`src/rtl/ldpe_bank_pkg.sv`:
```
// ldpe_bank_pkg: channel FSM state type and hold-counter sizing shared by the latch bank.
package ldpe_bank_pkg;
    typedef enum logic [1:0] {CLOSED, OPEN, HOLD} state_t;
    function automatic int cnt_w(input int hold_cyc);
        return (hold_cyc < 1) ? 1 : $clog2(hold_cyc + 1);
    endfunction
endpackage

```
`src/rtl/ldpe_bank_chan.sv`:
```
// ldpe_bank_chan: one clocked LDPE-style latch channel (FSM, hold counter, data register, VIOL flag).
// VIOL flag register is built only when LDPE_BANK_VIOL_EN is defined.
module ldpe_bank_chan
    import ldpe_bank_pkg::*;
#(
    parameter int W = 8,
    parameter logic [W-1:0] INIT = '0,
    parameter int HOLD_CYC = 2
) (
    input  logic         clk,
    input  logic         rst,
    input  logic         g,
    input  logic [W-1:0] d,
    output logic [W-1:0] q,
    output logic         open,
    output logic         viol
);
    localparam int CW = cnt_w(HOLD_CYC);
    state_t state = CLOSED;
    state_t nxt;
    logic [CW-1:0] cnt = '0;
    logic [CW-1:0] cnt_nxt;
    logic [W-1:0] q_r = INIT;
    logic load;
    always_comb begin
        nxt = state;
        cnt_nxt = cnt;
        load = 1'b0;
        case (state)
            CLOSED: begin
                nxt = g ? OPEN : CLOSED;
                load = g;
            end
            OPEN: begin
                load = g;
                if (!g) begin
                    nxt = (HOLD_CYC == 0) ? CLOSED : HOLD;
                    cnt_nxt = CW'(HOLD_CYC - 1);
                end
            end
            HOLD: begin
                nxt = (cnt == '0) ? CLOSED : HOLD;
                cnt_nxt = (cnt == '0) ? cnt : cnt - 1'b1;
            end
            default: nxt = CLOSED;
        endcase
    end
    always_ff @(posedge clk or posedge rst) begin
        if (rst) begin
            state <= CLOSED;
            cnt <= '0;
            q_r <= '1;
        end else begin
            state <= nxt;
            cnt <= cnt_nxt;
            if (load) q_r <= d;
        end
    end
    assign q = q_r;
    assign open = (state == OPEN);
`ifdef LDPE_BANK_VIOL_EN
    // sticky until reset: any gate request seen while the hold window is running
    logic viol_r = 1'b0;
    always_ff @(posedge clk or posedge rst) begin
        if (rst) viol_r <= 1'b0;
        else if (state == HOLD && g) viol_r <= 1'b1;
    end
    assign viol = viol_r;
`else
    assign viol = 1'b0;
`endif
endmodule

```
`src/rtl/ldpe_bank.sv`:
```
// ldpe_bank: bank of CH independent clocked LDPE emulations sharing clock, preset and global gate.
// Optional sticky violation flags enabled by LDPE_BANK_VIOL_EN.
module ldpe_bank #(
    parameter int CH = 4,
    parameter int W = 8,
    parameter logic [CH*W-1:0] INIT = '0,
    parameter int HOLD_CYC = 2
) (
    input  logic            C,
    input  logic            PRE,
    input  logic            GE,
    input  logic [CH-1:0]   G,
    input  logic [CH*W-1:0] D,
    output logic [CH*W-1:0] Q,
    output logic [CH-1:0]   OPEN,
    output logic [CH-1:0]   VIOL
);
    for (genvar i = 0; i < CH; i++) begin : g_chan
        ldpe_bank_chan #(
            .W(W),
            .INIT(INIT[i*W +: W]),
            .HOLD_CYC(HOLD_CYC)
        ) u_chan (
            .clk(C),
            .rst(PRE),
            .g(G[i] & GE),
            .d(D[i*W +: W]),
            .q(Q[i*W +: W]),
            .open(OPEN[i]),
            .viol(VIOL[i])
        );
    end
endmodule

```
`config.mk`:
```
export PLATFORM = sky130hd
export DESIGN_NAME = ldpe_bank
export DESIGN_NICKNAME = d
export VERILOG_FILES = /design/src/rtl/ldpe_bank_pkg.sv /design/src/rtl/ldpe_bank_chan.sv /design/src/rtl/ldpe_bank.sv
export SDC_FILE = /design/constraint.sdc
export NUM_CORES = 1
export LEC_CHECK = 0
export BUFFER_PORTS_ARGS = -buffer_cell sky130_fd_sc_hd__buf_2
export CORE_MARGIN = 2
export CORE_UTILIZATION = 56
export CTS_BUF_LIST = sky130_fd_sc_hd__clkbuf_8
export DETAILED_ROUTE_END_ITERATION = 6
export GPL_ROUTABILITY_DRIVEN = 0
export PLACE_DENSITY = 0.95
export SETUP_SLACK_MARGIN = 0.1
export SLEW_MARGIN = 0
export SYNTH_ARGS = -nofsm -noshare
export SYNTH_HDL_FRONTEND = slang
export SYNTH_SLANG_ARGS = --single-unit
```
`constraint.sdc`:
```
create_clock -name C -period 3.1 [get_ports C]
set_clock_uncertainty 0.2 [all_clocks]
set_input_delay 0.31 -clock C [delete_from_list [all_inputs] [get_ports C]]
set_output_delay 0.31 -clock C [all_outputs]
set_load 0.1 [all_outputs]
```
== After elaboration in Yosys (flattened, before gate mapping) ==
Index checks and enable logic that the tools add are counted.

* Bitwise logic cells: 4
* Muxes and demuxes: 32
* Reduce and logical (&&, ||, !) cells: 20
* Equality and inequality tests: 16
* Add/sub/neg operators: 4

{| class="wikitable"
|+ Operators by type and width
! kind !! number
|-
| two-way mux 2 bit || 16
|-
| case mux 2 bit (3 select lines) || 4
|-
| logical NOT 2 bit || 8
|-
| != test 2 bit, second input constant || 8
|-
| case mux 2 bit (2 select lines) || 4
|-
| AND reduction 3 bit || 4
|-
| == test 2 x 1 -> 1 bit, second input constant || 4
|-
| == test 2 bit, second input constant || 4
|-
| two-way mux 1 bit || 8
|-
| nonzero test 2 bit || 4
|-
| OR reduction 2 bit || 4
|-
| subtractor 2 x 1 -> 2 bit, second input constant || 4
|-
| AND 1 bit || 4
|}

* Output and inout bits: 40
* Bits of input ports: 39
* Flip-flop bits (word level): 48

== Logic depth before layout (Yosys ltp) ==
* Word-level depth: 3
* Gate-level depth with buffers: 5
* Mapped depth without buffers: 5

== Cells and area by module ==
From an unflattened synthesis, not the netlist that was laid out.

* Cells, all modules: 164
* Area total of the unflattened synthesis: 2267.2 µm²

{| class="wikitable"
|+ By module, submodules not included
! module !! area each (µm²) !! cells an instance !! times used
|-
| ldpe_bank_chan || 560.5 || 40 || 4
|-
| ldpe_bank || 25.0 || 4 || 1
|}

== Least setup slack after synthesis ==
No wires, ideal clock.

* Path kind: register to register
* Start: register g_chan[0].u_chan.state[1]
* End: register g_chan[0].u_chan.q_r[0]
* Arrival time: 1.366 ns
* Data required time: 2.818 ns
* Slack: 1.451 ns
* Setup time: 0.082 ns
* Period minus slack after synthesis: 1.649 ns
* Cell stages (with the launch flop): 5
* Path through: dfrtp_1 inv_1 ha_1 o211ai_4 mux2_2

* Word-level cells in the longest chain between the ends: 3
* Elaborated cells on any way between the ends: 4

{| class="wikitable"
|+ RTL lines
! what !! line !! RTL
|-
| from (decl) || ldpe_bank_chan.sv:19 || <nowiki>state_t state = CLOSED;</nowiki>
|-
| from (signal assigned) || ldpe_bank_chan.sv:54 || <nowiki>state <= nxt;</nowiki>
|-
| == test 2 x 1 -> 1 bit || - ||
|-
| named net g_chan[0].u_chan.open || ldpe_bank_chan.sv:15 || <nowiki>output logic open,</nowiki>
|-
| OR reduction 2 bit (no line) || - ||
|-
| two-way mux 1 bit || ldpe_bank_chan.sv:29 || <nowiki>case (state)</nowiki>
|-
| to (signal assigned) || ldpe_bank_chan.sv:52 || <nowiki>q_r <= '1;</nowiki>
|-
| to (signal assigned) || ldpe_bank_chan.sv:56 || <nowiki>if (load) q_r <= d;</nowiki>
|-
| to (decl) || ldpe_bank_chan.sv:23 || <nowiki>logic [W-1:0] q_r = INIT;</nowiki>
|}

The timed path passes the listed nets, and every way through them passes these cells.
A chain may end at the register's enable or synchronous reset.

== Worst setup path after layout ==
* Start: register g_chan[0].u_chan.state[1]
* End: output OPEN[0]

* Word-level cells in the longest chain between the ends: 1

{| class="wikitable"
|+ RTL lines
! what !! line !! RTL
|-
| == test 2 x 1 -> 1 bit || ldpe_bank_chan.sv:60 || <nowiki>assign open = (state == OPEN);</nowiki>
|-
| to (decl) || ldpe_bank.sv:15 || <nowiki>output logic [CH-1:0] OPEN,</nowiki>
|}

Every way passes these cells.

==> impl_metrics.sql <==
INSERT INTO impl_metrics (metric_group, metric, value, unit) VALUES
('sta', 'post-route-min-period', '2.13', 'ns'),
('routing', 'detail_route.vias_per_cell', '5.06', ''),
('cts', 'cts_buf_count', '5', ''),
('global_routing', 'grt_max_degree', '49', ''),
('yosys', 'ys.warnings.count', '0', ''),
('routing', 'drt_iter0_markers', '104', ''),
('die', 'effective_utilization_at_floorplan', '58.6', '%'),
('yosys', 'ys_seq_elements', '48', ''),
('global_routing', 'globalRouteMet1Util', '22.1', '%'),
('routing', 'remaining_drc_errors', '0', ''),
('yosys', 'syn-instance-count', '183', ''),
('sta', 'timing.max_slew.rel_slack', '36.8', '%'),
('yosys', 'synth_edf_count', '0', ''),
('placement', 'port_buffers', '74', ''),
('die', 'cell_row_count', '23', ''),
('cts', 'cts_root_buffer', 'sky130_fd_sc_hd__clkbuf_8', ''),
('sta', 'max_freq', '0.469', 'GHz'),
('sta', 'period_share', '68.8', '%'),
('worst_setup_path', 'cp_data_required_time', '2.59', 'ns'),
('global_routing', 'gr-usage-met3', '4.80', '%'),
('placement', 'dp_hpwl', '3040', 'µm'),
('routing', 'routed_wire_length_per_instance', '12.9', 'µm'),
('cts', 'cts_resized', '0', ''),
('yosys', 'postSynthAreaPerCell', '13.0', 'µm²'),
('yosys', 'synth_top_area_cell', 'sky130_fd_sc_hd__dfstp_2', ''),
('yosys', 'yosysUniqueCellTypes', '31', ''),
('layout', 'fill_cells', '281', ''),
('cts', 'post_cts_setup_buffer_count', '0', ''),
('sta', 'setup_repair_after_global_routing_missed_its_margin', 'no', ''),
('global_routing', 'first_global_vias', '1619', ''),
('yosys', 'synth_most_common_cell', 'sky130_fd_sc_hd__dfstp_2', ''),
('global_routing', 'gr-max-usage-layer', 'met2', ''),
('routing', 'route.vias.total', '1563', ''),
('layout', 'area.growth.synth_to_final', '19.5', '%'),
('yosys', 'postSynth.asyncResetShare', '100', '%'),
('cts', 'worst_setup_hold_path_clk_slew', '0.08', 'ns'),
('yosys', 'synth_ff_type', 'sky130_fd_sc_hd__dfstp_2', ''),
('sta', 'fin_setup_tns', '0', 'ns'),
('sta', 'report.final.setup_viol', '0', ''),
('cts', 'number_of_buffers_inserted_for_hold_repair_after_clock_tree_synthesis', '0', ''),
('yosys', 'post_synth_instance_area', '0.00238', 'mm²'),
('die', 'fp.coreArea', '0.00406', 'mm²'),
('placement', 'placed_area', '0.00275', 'mm²'),
('die', 'design.die.area', '0.00478', 'mm²'),
('sta', 'fin_worst_hold_slack', '0.0371', 'ns'),
('global_routing', 'grt_pass1_wl', '6940', 'µm'),
('sta', 'timing_worst_slew_pin_value', '0.947', 'ns'),
('cts', 'cts-root-to-sink-buffers', '2', ''),
('yosys', 'post_synth_main_area_contributors', 'sky130_fd_sc_hd__dfstp_2 35%, sky130_fd_sc_hd__dfrtp_1 17%, sky130_fd_sc_hd__mux2_2 14%', ''),
('sta', 'slew_viol_final', '0', ''),
('yosys', 'ys_top_cells_by_count', '32 x sky130_fd_sc_hd__dfstp_2, 30 x sky130_fd_sc_hd__mux2_2, 18 x sky130_fd_sc_hd__inv_1', ''),
('worst_setup_path', 'worstSetupPathType', 'flop to primary output', ''),
('layout', 'final_layout_size_suffix_gt1_share', '57.5', '%'),
('routing', 'totalWireLength', '4000', 'µm'),
('routing', 'drt_pass1_iterations', '4', ''),
('cts', 'cts_max_level', '2', ''),
('global_routing', 'grt.total_usage', '17.8', '%'),
('job', 'max-cap-violations', '0', ''),
('outcome', 'outcome', 'completed', ''),
('die', 'die_w', '69.2', 'µm'),
('layout', 'finish.instance_area', '0.00284', 'mm²'),
('sta', 'hold_viol_final', '0', ''),
('worst_setup_path', 'arrival', '1.62', 'ns'),
('die', 'die_h', '69.2', 'µm'),
('global_routing', 'met2_usage', '30.8', '%'),
('layout', 'insertedDiodeCount', '0', ''),
('cts', 'clk_latency', '0.28', 'ns'),
('worst_setup_path', 'critPathMaxFanout', '5', ''),
('yosys', 'seq_area_frac_synth', '52.2', '%'),
('cts', 'cts.sinks', '48', ''),
('routing', 'final_antenna_net_count', '0', ''),
('global_routing', 'overflow', '0', ''),
('worst_setup_path', 'worstSetupStartpointType', 'flop', ''),
('die', 'top_level_ports', '79', ''),
('cts', 'clock_tree_from_tritoncts', 'built', ''),
('worst_setup_path', 'endpoint_kind', 'primary output', ''),
('global_routing', 'antenna_violations_before_repair', '0', ''),
('min_path', 'hp-class', 'primary input to asynchronous set/reset pin', ''),
('yosys', 'synth.top_cell.area_share', '35.3', '%'),
('layout', 'nNetsFinal', '313', '');
## per-layer routing
metal  vias to the layer above  share of wire [%]  wire length (µm)
met5                         -                  0                 0
met4                         0                1.0                40
met2                        55                 48              1920
met3                         6                6.4               254
met1                       731                 44              1780
li1                        771                  -                 -
## cell families (layout without fill, tap and decap cells)
kind of cell,Yosys count,after routing,synth area share (%)
flip-flops,48,48,52.2
AO/OA/AOI/OAI,23,23,8.15
multiplexers,36,36,16.9
AND/OR/NAND/NOR,32,32,8.36
buffers and inverters,27,100,5.84
adder cells (fa/ha/maj),16,16,8.42
other,1,4,0.158
## sequential cells by signal (all words and copies together) (netlist names)
register             count
g_chan.u_chan.q         32
g_chan.u_chan.cnt        8
g_chan.u_chan.state      8
## placed cells by master (no fill, tap or decap), drive strengths merged, types with 3 or more instances in the layout
cell type,count
a21oi,9
buf,74
clkbuf,6
conb,4
dfrtp,16
dfstp,32
ha,16
inv,20
mux2,33
mux2i,3
nand2,7
nand3,5
nor2,9
nor2b,3
nor3b,4
o211ai,4
## critical path, stage by stage (launching register included)
cell	delay [ns]
sky130_fd_sc_hd__dfrtp_1	0.41
sky130_fd_sc_hd__inv_1	0.10
sky130_fd_sc_hd__ha_1	0.33
sky130_fd_sc_hd__buf_2	0.49
## per-stage QoR
| step | worst slack, ns | instances | utilization (%) |
|---|---|---|---|
| after floorplan | 1.45 | 186 | - |
| after global placement | 1.32 | 301 | 67.8 |
| after detailed placement | 1.27 | 301 | 67.8 |
| after CTS | 0.943 | 309 | 70.0 |
| after global routing | 0.876 | 309 | 70.0 |
| final | 0.968 | 309 | 70.0 |
## path summary, 6_finish.rpt
check / startpoint / endpoint / slack [ns] / cells past startpoint
max reg2reg: g_chan[0].u_chan.state[1] / g_chan[0].u_chan.q[1] / 1.31 / 4
min in group C: D[30] / g_chan[3].u_chan.q[6] / 0.04 / 2
min: PRE / g_chan[1].u_chan.cnt[0] / 0.04 / 2
min reg2reg: g_chan[1].u_chan.cnt[1] / g_chan[1].u_chan.cnt[1] / 0.31 / 1
max in group asynchronous: PRE / g_chan[3].u_chan.cnt[0] / 2.08 / 2
max: g_chan[0].u_chan.state[1] / OPEN[0] / 0.97 / 3
## layout make-up
type	instances	area, µm²	area share (%)
Timing Repair Buffer	74	370	13.0
Multi-Input combinational cell	111	1010	35.5
Clock buffer	6	82.6	2.91
Sequential cell	48	1240	43.7
Inverter	18	67.6	2.38
Tap cell	50	62.6	2.20
Clock inverter	2	7.51	0.264
Power is not shown: default switching activity piles up to over one toggle a cycle in this logic, so the estimate is an artifact.
